File: config.mk
export PLATFORM = sky130hd
export DESIGN_NAME = ddr_lane_judge
export DESIGN_NICKNAME = d
export VERILOG_FILES = /design/src/rtl/ddr_pkg.sv /design/src/rtl/ddr_lane.sv /design/src/rtl/ddr_lane_judge.sv
export SDC_FILE = /design/constraint.sdc
export NUM_CORES = 1
export LEC_CHECK = 0
export BUFFER_PORTS_ARGS = -buffer_cell sky130_fd_sc_hd__buf_4
export CAP_MARGIN = 10
export CORE_MARGIN = 2
export CORE_UTILIZATION = 25
export CTS_BUF_LIST = sky130_fd_sc_hd__clkbuf_4 sky130_fd_sc_hd__clkbuf_8 sky130_fd_sc_hd__clkbuf_16
export DETAILED_ROUTE_END_ITERATION = 10
export GPL_TIMING_DRIVEN = 0
export SYNTH_ARGS = -nofsm -noshare
export SYNTH_HDL_FRONTEND = slang
export SYNTH_HIERARCHICAL = 1
export SYNTH_SLANG_ARGS = --single-unit
export TNS_END_PERCENT = 100
File: constraint.sdc
create_clock -name dclk -period 6.7 [get_ports dclk]
set_clock_uncertainty 0.15 [all_clocks]
set_input_delay 0.335 -clock dclk [delete_from_list [all_inputs] [get_ports dclk]]
set_output_delay 0.335 -clock dclk [all_outputs]
set_load 0.005 [all_outputs]
File: src/rtl/ddr_pkg.sv
// Shared definitions for the DDR note engine: speed encoding, per-tick step lookup and
// an index-width helper that never returns zero.
package ddr_pkg;

    typedef enum logic [1:0] {
        SpeedSlow      = 2'b00,
        SpeedNormal    = 2'b01,
        SpeedFast      = 2'b10,
        SpeedNormalAlt = 2'b11
    } speed_e;

    localparam int unsigned StepW = 3;

    function automatic logic [StepW-1:0] step_px(input logic [1:0] speed);
        logic [StepW-1:0] px;
        unique case (speed_e'(speed))
            SpeedSlow:      px = 3'd1;
            SpeedNormal:    px = 3'd2;
            SpeedFast:      px = 3'd4;
            SpeedNormalAlt: px = 3'd2;
            default:        px = 3'd2;
        endcase
        return px;
    endfunction

    function automatic int unsigned idx_w(input int unsigned n);
        return (n > 1) ? $clog2(n) : 1;
    endfunction

endpackage

File: src/rtl/ddr_lane.sv
// One lane of falling notes: slot storage, free/hit priority selection, advance and miss
// detection, and rising-edge detection of the lane button.
module ddr_lane
    import ddr_pkg::*;
#(
    parameter int unsigned SLOTS  = 8,
    parameter int unsigned YW     = 9,
    parameter int unsigned HIT_Y  = 400,
    parameter int unsigned WINDOW = 16
) (
    input  logic              clk_i,
    input  logic              rst_i,
    input  logic              tick_i,
    input  logic [1:0]        speed_i,
    input  logic              spawn_i,
    input  logic              press_i,
    output logic              free_o,
    output logic              hit_o,
    output logic              miss_o,
    output logic [SLOTS-1:0]    slot_valid_o,
    output logic [SLOTS*YW-1:0] slot_y_o
);

    localparam int unsigned    YLo  = (HIT_Y > WINDOW) ? HIT_Y - WINDOW : 0;
    localparam logic [YW-1:0]  YLoV = YW'(YLo);
    localparam logic [YW:0]    YHiV = (YW+1)'(HIT_Y + WINDOW);

    logic [SLOTS-1:0] valid_q, valid_d;
    logic [YW-1:0]    y_q [SLOTS];
    logic [YW-1:0]    y_d [SLOTS];
    logic             press_q;
    logic             press_rise;
    logic [SLOTS-1:0] hit_sel, free_sel;
    logic             found_hit, found_free;
    logic [YW:0]      sum;

    function automatic logic in_window(input logic [YW-1:0] y);
        return (y >= YLoV) && ({1'b0, y} <= YHiV);
    endfunction

    // Lowest-index selection for both the judged slot and the spawn target.
    always_comb begin
        press_rise = press_i & ~press_q;
        hit_sel    = '0;
        free_sel   = '0;
        found_hit  = 1'b0;
        found_free = 1'b0;
        for (int i = 0; i < SLOTS; i++) begin
            if (!found_hit && press_rise && valid_q[i] && in_window(y_q[i])) begin
                hit_sel[i] = 1'b1;
                found_hit  = 1'b1;
            end
            if (!found_free && !valid_q[i]) begin
                free_sel[i] = 1'b1;
                found_free  = 1'b1;
            end
        end
    end

    // Judging sees pre-advance y, so a hit slot is cleared before it could be missed.
    always_comb begin
        valid_d = valid_q;
        y_d     = y_q;
        miss_o  = 1'b0;
        sum     = '0;
        for (int i = 0; i < SLOTS; i++) begin
            if (valid_q[i]) begin
                if (hit_sel[i]) begin
                    valid_d[i] = 1'b0;
                end else if (tick_i) begin
                    sum = {1'b0, y_q[i]} + (YW+1)'(step_px(speed_i));
                    if (sum > YHiV) begin
                        valid_d[i] = 1'b0;
                        miss_o     = 1'b1;
                    end else begin
                        y_d[i] = sum[YW-1:0];
                    end
                end
            end else if (spawn_i && free_sel[i]) begin
                valid_d[i] = 1'b1;
                y_d[i]     = '0;
            end
        end
    end

    always_ff @(posedge clk_i or posedge rst_i) begin
        if (rst_i) begin
            valid_q <= '0;
            press_q <= 1'b1;
            for (int i = 0; i < SLOTS; i++) begin
                y_q[i] <= '0;
            end
        end else begin
            valid_q <= valid_d;
            press_q <= press_i;
            for (int i = 0; i < SLOTS; i++) begin
                y_q[i] <= y_d[i];
            end
        end
    end

    always_comb begin
        slot_y_o = '0;
        for (int i = 0; i < SLOTS; i++) begin
            slot_y_o[i*YW +: YW] = y_q[i];
        end
    end

    assign free_o       = found_free;
    assign hit_o        = found_hit;
    assign slot_valid_o = valid_q;

endmodule

File: src/rtl/ddr_lane_judge.sv
// DDR note engine top: per-lane note storage, spawn routing, score/combo accumulation and
// a registered read port for the renderer.
module ddr_lane_judge
    import ddr_pkg::*;
#(
    parameter int unsigned LANES       = 4,
    parameter int unsigned SLOTS       = 8,
    parameter int unsigned YW          = 9,
    parameter int unsigned HIT_Y       = 400,
    parameter int unsigned WINDOW      = 16,
    parameter int unsigned SCORE_W     = 15,
    parameter int unsigned COMBO_BONUS = 8
) (
    input  logic                      dclk,
    input  logic                      reset,
    input  logic                      tick,
    input  logic [1:0]                speed,
    input  logic                      spawn_valid,
    input  logic [idx_w(LANES)-1:0]   spawn_lane,
    output logic                      spawn_ready,
    input  logic [LANES-1:0]          press,
    input  logic [idx_w(LANES)-1:0]   rd_lane,
    input  logic [idx_w(SLOTS)-1:0]   rd_slot,
    output logic                      rd_valid,
    output logic [YW-1:0]             rd_y,
    output logic [LANES-1:0]          hit_pulse,
    output logic [LANES-1:0]          miss_pulse,
    output logic [SCORE_W-1:0]        score,
    output logic [SCORE_W-1:0]        combo
);

    localparam int unsigned LW = idx_w(LANES);
    localparam int unsigned SW = idx_w(SLOTS);
    localparam int unsigned CW = LW + 1;
    localparam int unsigned AW = SCORE_W + CW + 1;
    localparam logic [SCORE_W-1:0] ScoreMax = '1;

    logic [LANES-1:0]          lane_free, lane_hit, lane_miss, spawn_en;
    logic [LANES*SLOTS-1:0]    all_valid;
    logic [LANES*SLOTS*YW-1:0] all_y;

    logic [CW-1:0]      n_hits;
    logic [CW:0]        inc;
    logic [AW-1:0]      score_sum, combo_sum;
    logic [SCORE_W-1:0] score_q, score_d, combo_q, combo_d;
    logic [LANES-1:0]   hit_q, miss_q;
    logic               rd_valid_q, rd_valid_d;
    logic [YW-1:0]      rd_y_q, rd_y_d;

    for (genvar l = 0; l < LANES; l++) begin : g_lane
        ddr_lane #(
            .SLOTS  (SLOTS),
            .YW     (YW),
            .HIT_Y  (HIT_Y),
            .WINDOW (WINDOW)
        ) u_lane (
            .clk_i        (dclk),
            .rst_i        (reset),
            .tick_i       (tick),
            .speed_i      (speed),
            .spawn_i      (spawn_en[l]),
            .press_i      (press[l]),
            .free_o       (lane_free[l]),
            .hit_o        (lane_hit[l]),
            .miss_o       (lane_miss[l]),
            .slot_valid_o (all_valid[l*SLOTS +: SLOTS]),
            .slot_y_o     (all_y[l*SLOTS*YW +: SLOTS*YW])
        );
    end

    always_comb begin
        spawn_ready = 1'b0;
        spawn_en    = '0;
        for (int l = 0; l < LANES; l++) begin
            if (spawn_lane == LW'(l)) begin
                spawn_ready = lane_free[l];
                spawn_en[l] = spawn_valid & lane_free[l];
            end
        end
    end

    // Bonus is decided on the combo value held at the start of the cycle.
    always_comb begin
        n_hits = '0;
        for (int l = 0; l < LANES; l++) begin
            n_hits = n_hits + CW'(lane_hit[l]);
        end
        inc       = (combo_q >= SCORE_W'(COMBO_BONUS)) ? {n_hits, 1'b0} : {1'b0, n_hits};
        score_sum = AW'(score_q) + AW'(inc);
        combo_sum = AW'(combo_q) + AW'(n_hits);
        score_d   = (score_sum > AW'(ScoreMax)) ? ScoreMax : score_sum[SCORE_W-1:0];
        if (|lane_miss) begin
            combo_d = '0;
        end else begin
            combo_d = (combo_sum > AW'(ScoreMax)) ? ScoreMax : combo_sum[SCORE_W-1:0];
        end
    end

    always_comb begin
        rd_valid_d = 1'b0;
        rd_y_d     = '0;
        for (int l = 0; l < LANES; l++) begin
            for (int s = 0; s < SLOTS; s++) begin
                if (rd_lane == LW'(l) && rd_slot == SW'(s)) begin
                    rd_valid_d = all_valid[l*SLOTS + s];
                    rd_y_d     = all_y[(l*SLOTS + s)*YW +: YW];
                end
            end
        end
    end

    always_ff @(posedge dclk or posedge reset) begin
        if (reset) begin
            score_q    <= '0;
            combo_q    <= '0;
            hit_q      <= '0;
            miss_q     <= '0;
            rd_valid_q <= 1'b0;
            rd_y_q     <= '0;
        end else begin
            score_q    <= score_d;
            combo_q    <= combo_d;
            hit_q      <= lane_hit;
            miss_q     <= lane_miss;
            rd_valid_q <= rd_valid_d;
            rd_y_q     <= rd_y_d;
        end
    end

    assign score      = score_q;
    assign combo      = combo_q;
    assign hit_pulse  = hit_q;
    assign miss_pulse = miss_q;
    assign rd_valid   = rd_valid_q;
    assign rd_y       = rd_y_q;

endmodule

==> results of run 1 <==
[state kept, by name (all words and copies together) (netlist names)]
name	count
g_lane.u_lane/slot_y_o	288
g_lane.u_lane/press_q	4
score	15
hit_pulse	4
rd_valid	1
rd_y	9
g_lane.u_lane/slot_valid_o	32
combo	15
miss_pulse	4
[cell type report]
class	count	area, um2	share of cell area, %
diodes	3	7.51	0.0205
plain buffers	231	1130	3.09
clock buffers	78	1530	4.16
clock inverters	9	151	0.413
inverters	155	592	1.62
multi-input cells	3173	21200	57.8
flip-flops and latches	372	9310	25.4
well taps	1662	2080	5.68
repair buffers	74	661	1.80
[per-layer routing]
metal  track usage (%)  wire (um)  up-vias
li1                  -          -    15500
met1              25.9      55000    16600
met2              28.5      55500     1639
met3              3.79      12300      309
met4              7.77       5470        8
met5                 0         54        -
[where the power goes]
group	internal (mW)	leakage (nW)	switching, mW
logic	1.56	9.27	2.45
clock network	1.70	0.844	1.10
registers	2.68	4.74	0.820
total	5.95	14.9	4.37
[cells by family after synthesis]
| family | Yosys count | share of synthesized area, % |
|---|---|---|
| flip-flops | 372 | 29.0 |
| XOR/XNOR | 88 | 2.40 |
| AO/OA/AOI/OAI | 1408 | 31.4 |
| AND/OR/NAND/NOR | 1444 | 23.3 |
| multiplexers | 103 | 3.70 |
| adder cells (fa/ha/maj) | 130 | 4.97 |
| buffers and inverters | 387 | 5.30 |
[tightest hold or removal path, cell delays in order]
cell	delay, ns
dlygate4sd3_1	0.53
buf_4	0.21
inv_4	0.25
[worst max-delay path by stage]
stage                         from             endpoint  slack, ns  cells past startpoint
after floorplan           speed[0]  combo[10]$_DFF_PP0_       1.71                     19
after global placement    speed[0]   combo[9]$_DFF_PP0_      -0.50                     18
after detailed placement  speed[0]   combo[9]$_DFF_PP0_      -0.45                     20
after CTS                 speed[0]   combo[9]$_DFF_PP0_       0.19                     20
after global routing      speed[0]   combo[6]$_DFF_PP0_       0.02                     20
final                     speed[0]   combo[9]$_DFF_PP0_       0.07                     20
[per-stage QoR]
| stage | TNS, ns | std cells | hold slack [ns] | power, mW | cell area, um2 |
|---|---|---|---|---|---|
| 3_3_place_gp | -6.20 | 5657 | 0.302 | 7.37 | 34700 |
| 3_5_place_dp | -5.28 | 5662 | 0.272 | 7.42 | 34900 |
| 2_1_floorplan | 0 | 3932 | 0.189 | 6.08 | 32200 |
| 6_report | 0 | 5757 | 0.183 | 10.3 | 36600 |
| 4_1_cts | 0 | 5754 | 0.154 | 10.3 | 36600 |
| 5_1_grt | 0 | 5755 | 0.194 | 10.9 | 36600 |
[layout by cell type, fill, tap and decap left out, drive strengths merged, types with 43 or more instances in the layout]
| master | synthesis | layout |
|---|---|---|
| nand2b | 43 | 43 |
| nor3 | 114 | 114 |
| o211ai | 66 | 66 |
| a211oi | 68 | 68 |
| and3 | 61 | 61 |
| a31oi | 88 | 88 |
| a211o | 52 | 52 |
| or2 | 43 | 43 |
| dfrtp | 368 | 368 |
| a21oi | 231 | 231 |
| or3 | 52 | 52 |
| ha | 105 | 105 |
| o21ai | 285 | 285 |
| nand4 | 59 | 59 |
| or4 | 55 | 55 |
| clkbuf | 128 | 204 |
| xor2 | 47 | 47 |
| buf | 104 | 172 |
| nand3 | 157 | 157 |
| nand2 | 396 | 396 |
| and2 | 43 | 43 |
| inv | 153 | 154 |
| nor2 | 220 | 220 |
| mux2i | 69 | 69 |
| a21o | 74 | 74 |
| nor2b | 58 | 58 |
[timing repair]
item | CTS | global route
endpoints found under the hold margin | 304 | 0
gates resized for setup | 0 | 7
hold buffers | 5 | 0
setup endpoints to repair | 0 | 11
==> flow_metrics.tcl, run 1 <==
set metrics [dict create \
    grt_start_max_net_pins 67 \
    nNetsFinal 4181 \
    routed_wl_um 128000 \
    synth_area_leaders "dfrtp_1, nand2_1, ha_1" \
    finalSetupViolCount 0 \
    powerDensity_mw_per_mm2 282 \
    dp_slack_ns -0.448 \
    drc 0 \
    synth_edf_count 0 \
    critPathArrivalTime_ns 7.02 \
    drive_gt1_share_pct 10.5 \
    maxSlewViolCount 0 \
    crit_top_cell "buf_6" \
    drtPass1Iterations 7 \
    fmax_mhz 151 \
    final_util_pct 28.7 \
    grt.overflow.total 0 \
    dp_hpwl_um 95100 \
    vias_per_cell 5.90 \
    cts.path.max_buffers 3 \
    rsz0062_at_grt "false" \
    dieArea_mm2 0.132 \
    cts_max_level 2 \
    root_buffer "clkbuf_16" \
    crit_chain "buf_4 > buf_6 > buf_6 > buf_6 > clkdlybuf4s15_1 > nor2_2 > ha_1 > ha_1 > a211oi_1 > or2_2 > o311a_1 > a311oi_1 > o31ai_1 > nand3_1 > nand4_1 > or4_1 > or4_1 > clkbuf_1 > clkbuf_1 > a21oi_1" \
    hp-class "primary input to async pin" \
    setup_slack_ns 0.0743 \
    synth_seq_cells 372 \
    rrSetupSlack_ns 0.69 \
    syn_inst 3932 \
    max_slew_margin_pct 15.3 \
    synth_cell_types 120 \
    vdd_drop_max_uv 158 \
    clock_latency_ns 0.64 \
    grt_pass1_vias 31200 \
    worstSetupEndpointType "flop" \
    yosysSeqAreaShare_pct 29.0 \
    critPathLaunchType "primary input" \
    start_util_pct 25.2 \
    crit_family "simple AND/OR/NAND/NOR gates" \
    syn_area_mm2 0.0322 \
    yosysMostFrequentCell "nand2_1" \
    cts_buffers 49 \
    place.gp.congestion 0.993 \
    core_mm2 0.128 \
    status "finished clean" \
    clkSinkCount 372 \
    finalHoldViolCount 0 \
    grt_usage_pct 18.8 \
    finalCriticalPeriod_ns 6.63 \
    critical_path_required_ns 7.10 \
    synth_ff_type "dfrtp_1" \
    syn_area_per_cell_um2 8.18 \
    netlist.area_leader.share_pct 28.6 \
    areaGrowthSynthToFinish_pct 13.9 \
    worstSetupPathType "primary input to flop" \
    first_iter_violations 4282 \
    maxCapViolations 0 \
    cts.clk_slew.worst_paths_ns 0.06 \
    r2r-start "g_lane[1].u_lane/slot_valid_o[0]$_DFF_PP0_" \
    async_flop_share_pct 100 \
    ios 66 \
    die_h_um 363 \
    crit-reg2reg-capture "score[6]$_DFF_PP0_" \
    path_buf_inv 7 \
    slowest_delay_ns 0.84 \
    synthTopCellsByCount "nand2_1, dfrtp_1, o21ai_0, a21oi_1, nor2_1" \
    cpMaxStageDelayCell "or4_1" \
    worstPathMaxFanout 14 \
    cts_tree "built" \
    antenna_left 0 \
    antenna_found_initial 8 \
    vias 34000 \
    rows 131 \
    ys_warn_count 6 \
    synth_top_area_cell "dfrtp_1" \
    grt_pass1_wl_um 195000 \
    reg2reg_depth 19 \
    fillerInstances 13700 \
    worst_pin_slew_ns 1.27 \
    power_leakage_nw 14.9 \
    synth_nets 4057 \
    post_cts_buffers 0 \
    fp.dieW_um 363 \
    wl_per_cell_um 22.3 \
    io_buffers 63 \
    min_period_over_period_pct 98.9 \
]
Power figures use the tool's default switching activity.
==> run 2, diff against run 1 <==
- CORE_UTILIZATION: 25 -> 45
- MAX_ROUTING_LAYER: default -> met4
- SETUP_SLACK_MARGIN: default -> 0.15
==> flow_metrics.tcl, run 2 (synthesized netlist as in run 1, its figures left out) <==
set metrics [dict create \
    hp-class "primary input to async pin" \
    post_cts_buffers 0 \
    worstSetupEndpointType "flop" \
    root_buffer "clkbuf_16" \
    place.gp.congestion 1.04 \
    placed_area_mm2 0.0340 \
    grt.overflow.total 0 \
    cts.clk_slew.worst_paths_ns 0.06 \
    clock_latency_ns 0.61 \
    placedCellCount 4951 \
    dp_slack_ns -0.562 \
    routed_wl_um 126000 \
    grt_pass1_wl_um 192000 \
    worstSetupPathType "primary input to flop" \
    register_area_mm2 0.00931 \
    largest_reg_flops 288 \
    areaGrowthSynthToFinish_pct 11.3 \
    ios 66 \
    maxCapViolations 0 \
    vdd_drop_max_uv 195 \
    p_total_mw 10.4 \
    rsz0062_at_grt "false" \
    setup_slack_ns 0.426 \
    crit_top_cell "clkbuf_1" \
    final_util_pct 50.3 \
    finalHoldViolCount 0 \
    antenna_found_initial 3 \
    cpMaxStageDelayCell "clkdlybuf4s15_1" \
    fmax_mhz 159 \
    worstPathMaxFanout 14 \
    fp.dieW_um 271 \
    powerDensity_mw_per_mm2 290 \
    clkSinkCount 372 \
    io_buffers 63 \
    path_buf_inv 7 \
    first_iter_violations 4084 \
    stdcell_count 5045 \
    cts_buffers 49 \
    drc 0 \
    vias_per_cell 6.70 \
    min_period_over_period_pct 93.6 \
    final_common_cell "nand2_1" \
    holdWs_ns 0.201 \
    finalCriticalPeriod_ns 6.27 \
    max_slew_margin_pct 22.1 \
    grt_usage_pct 34.3 \
    cts_tree "built" \
    vias 33800 \
    cts.path.max_buffers 3 \
    grt_start_max_net_pins 67 \
    core_mm2 0.0711 \
    rows 98 \
    maxSlewViolCount 0 \
    critical_path_required_ns 7.07 \
    dp_hpwl_um 93100 \
    multi_input_area_mm2 0.0212 \
    power_leakage_nw 14.9 \
    design_area_mm2 0.0358 \
    nNetsFinal 4184 \
    die_h_um 271 \
    drtPass1Iterations 7 \
    final_cell_mix "nand2_1, dfrtp_1, o21ai_0, a21oi_1, nor2_1" \
    cts_max_level 2 \
    dieArea_mm2 0.0736 \
    drive_gt1_share_pct 10.6 \
    finalSetupViolCount 0 \
    slowest_delay_ns 0.76 \
    status "finished clean" \
    start_util_pct 45.2 \
    crit_chain "buf_4 > buf_6 > buf_2 > clkdlybuf4s15_1 > nor2_4 > ha_1 > ha_1 > a211oi_1 > or2_0 > clkbuf_1 > o32a_1 > o32ai_1 > nor2_1 > a211o_1 > or4_1 > or4_1 > clkbuf_1 > clkbuf_1 > a21oi_1" \
    grt_pass1_vias 30600 \
    worst_pin_slew_ns 1.16 \
    fillerInstances 7039 \
    finalSetupTns_ns 0 \
    critPathArrivalTime_ns 6.64 \
    crit_family "simple AND/OR/NAND/NOR gates" \
    critPathLaunchType "primary input" \
    antenna_left 0 \
    wl_per_cell_um 25.0 \
]
-- run 2: changes by cell type in the layout (fill, tap and decap cells not counted), moves of 2 or more --
| cell | change |
|---|---|
| buf_6 | +3 |
| clkbuf_4 | -13 |
| clkbuf_2 | +2 |
| clkinvlp_4 | +2 |
| clkinv_2 | +6 |
| bufinv_16 | +4 |
-- run 2: what timing repair did --
item                                   CTS  global route
gates resized for setup                  1            10
setup endpoints to repair               10            11
pin swaps                                0             0
endpoints found under the hold margin  191             0
hold buffers                             5             0
-- run 2: worst paths after layout --
check                                                     startpoint                                        end  slack (ns)  depth (start not counted)
max                                                         speed[0]                         combo[7]$_DFF_PP0_        0.43                         19
min                                                            reset  g_lane[2].u_lane/slot_y_o[60]$_DFFE_PP0P_        0.20                          3
max reg2reg                       g_lane[0].u_lane/press_q$_DFF_PP1_                         score[6]$_DFF_PP0_        0.67                         21
min reg2reg                g_lane[3].u_lane/slot_y_o[61]$_DFFE_PP0P_  g_lane[3].u_lane/slot_y_o[61]$_DFFE_PP0P_        0.41                          1
max in group asynchronous                                      reset         g_lane[1].u_lane/press_q$_DFF_PP1_        5.34                          4
min in group dclk                                           press[0]         g_lane[0].u_lane/press_q$_DFF_PP1_        0.24                          2
-- run 2: metal layers --
metal	GRT usage (%)	vias up	part of all wire (%)
met1	48.0	16500	44
li1	-	15400	-
met4	11.3	0	3.5
met5	-	-	0
met3	6.04	292	8.7
met2	49.9	1567	43
-- run 2: tightest hold or removal path, stage by stage --
cell and delay (ns):
dlygate4sd3_1 0.53, buf_4 0.21, inv_4 0.26
-- run 2: where the power goes --
group / total (mW) / switching, mW / internal, mW
sequential: 3.50 / 0.813 / 2.68
combinational: 4.01 / 2.44 / 1.57
clock: 2.87 / 1.09 / 1.78
-- run 2: cell type report --
| class | instances | area share (%) |
|---|---|---|
| diodes | 3 | 0.0210 |
| clock inverters | 20 | 0.860 |
| well taps | 950 | 3.32 |
| inverters | 155 | 1.65 |
| plain buffers | 232 | 3.16 |
| flip-flops and latches | 372 | 26.0 |
| multi-input cells | 3173 | 59.1 |
| repair buffers | 76 | 1.90 |
| clock buffers | 64 | 3.95 |
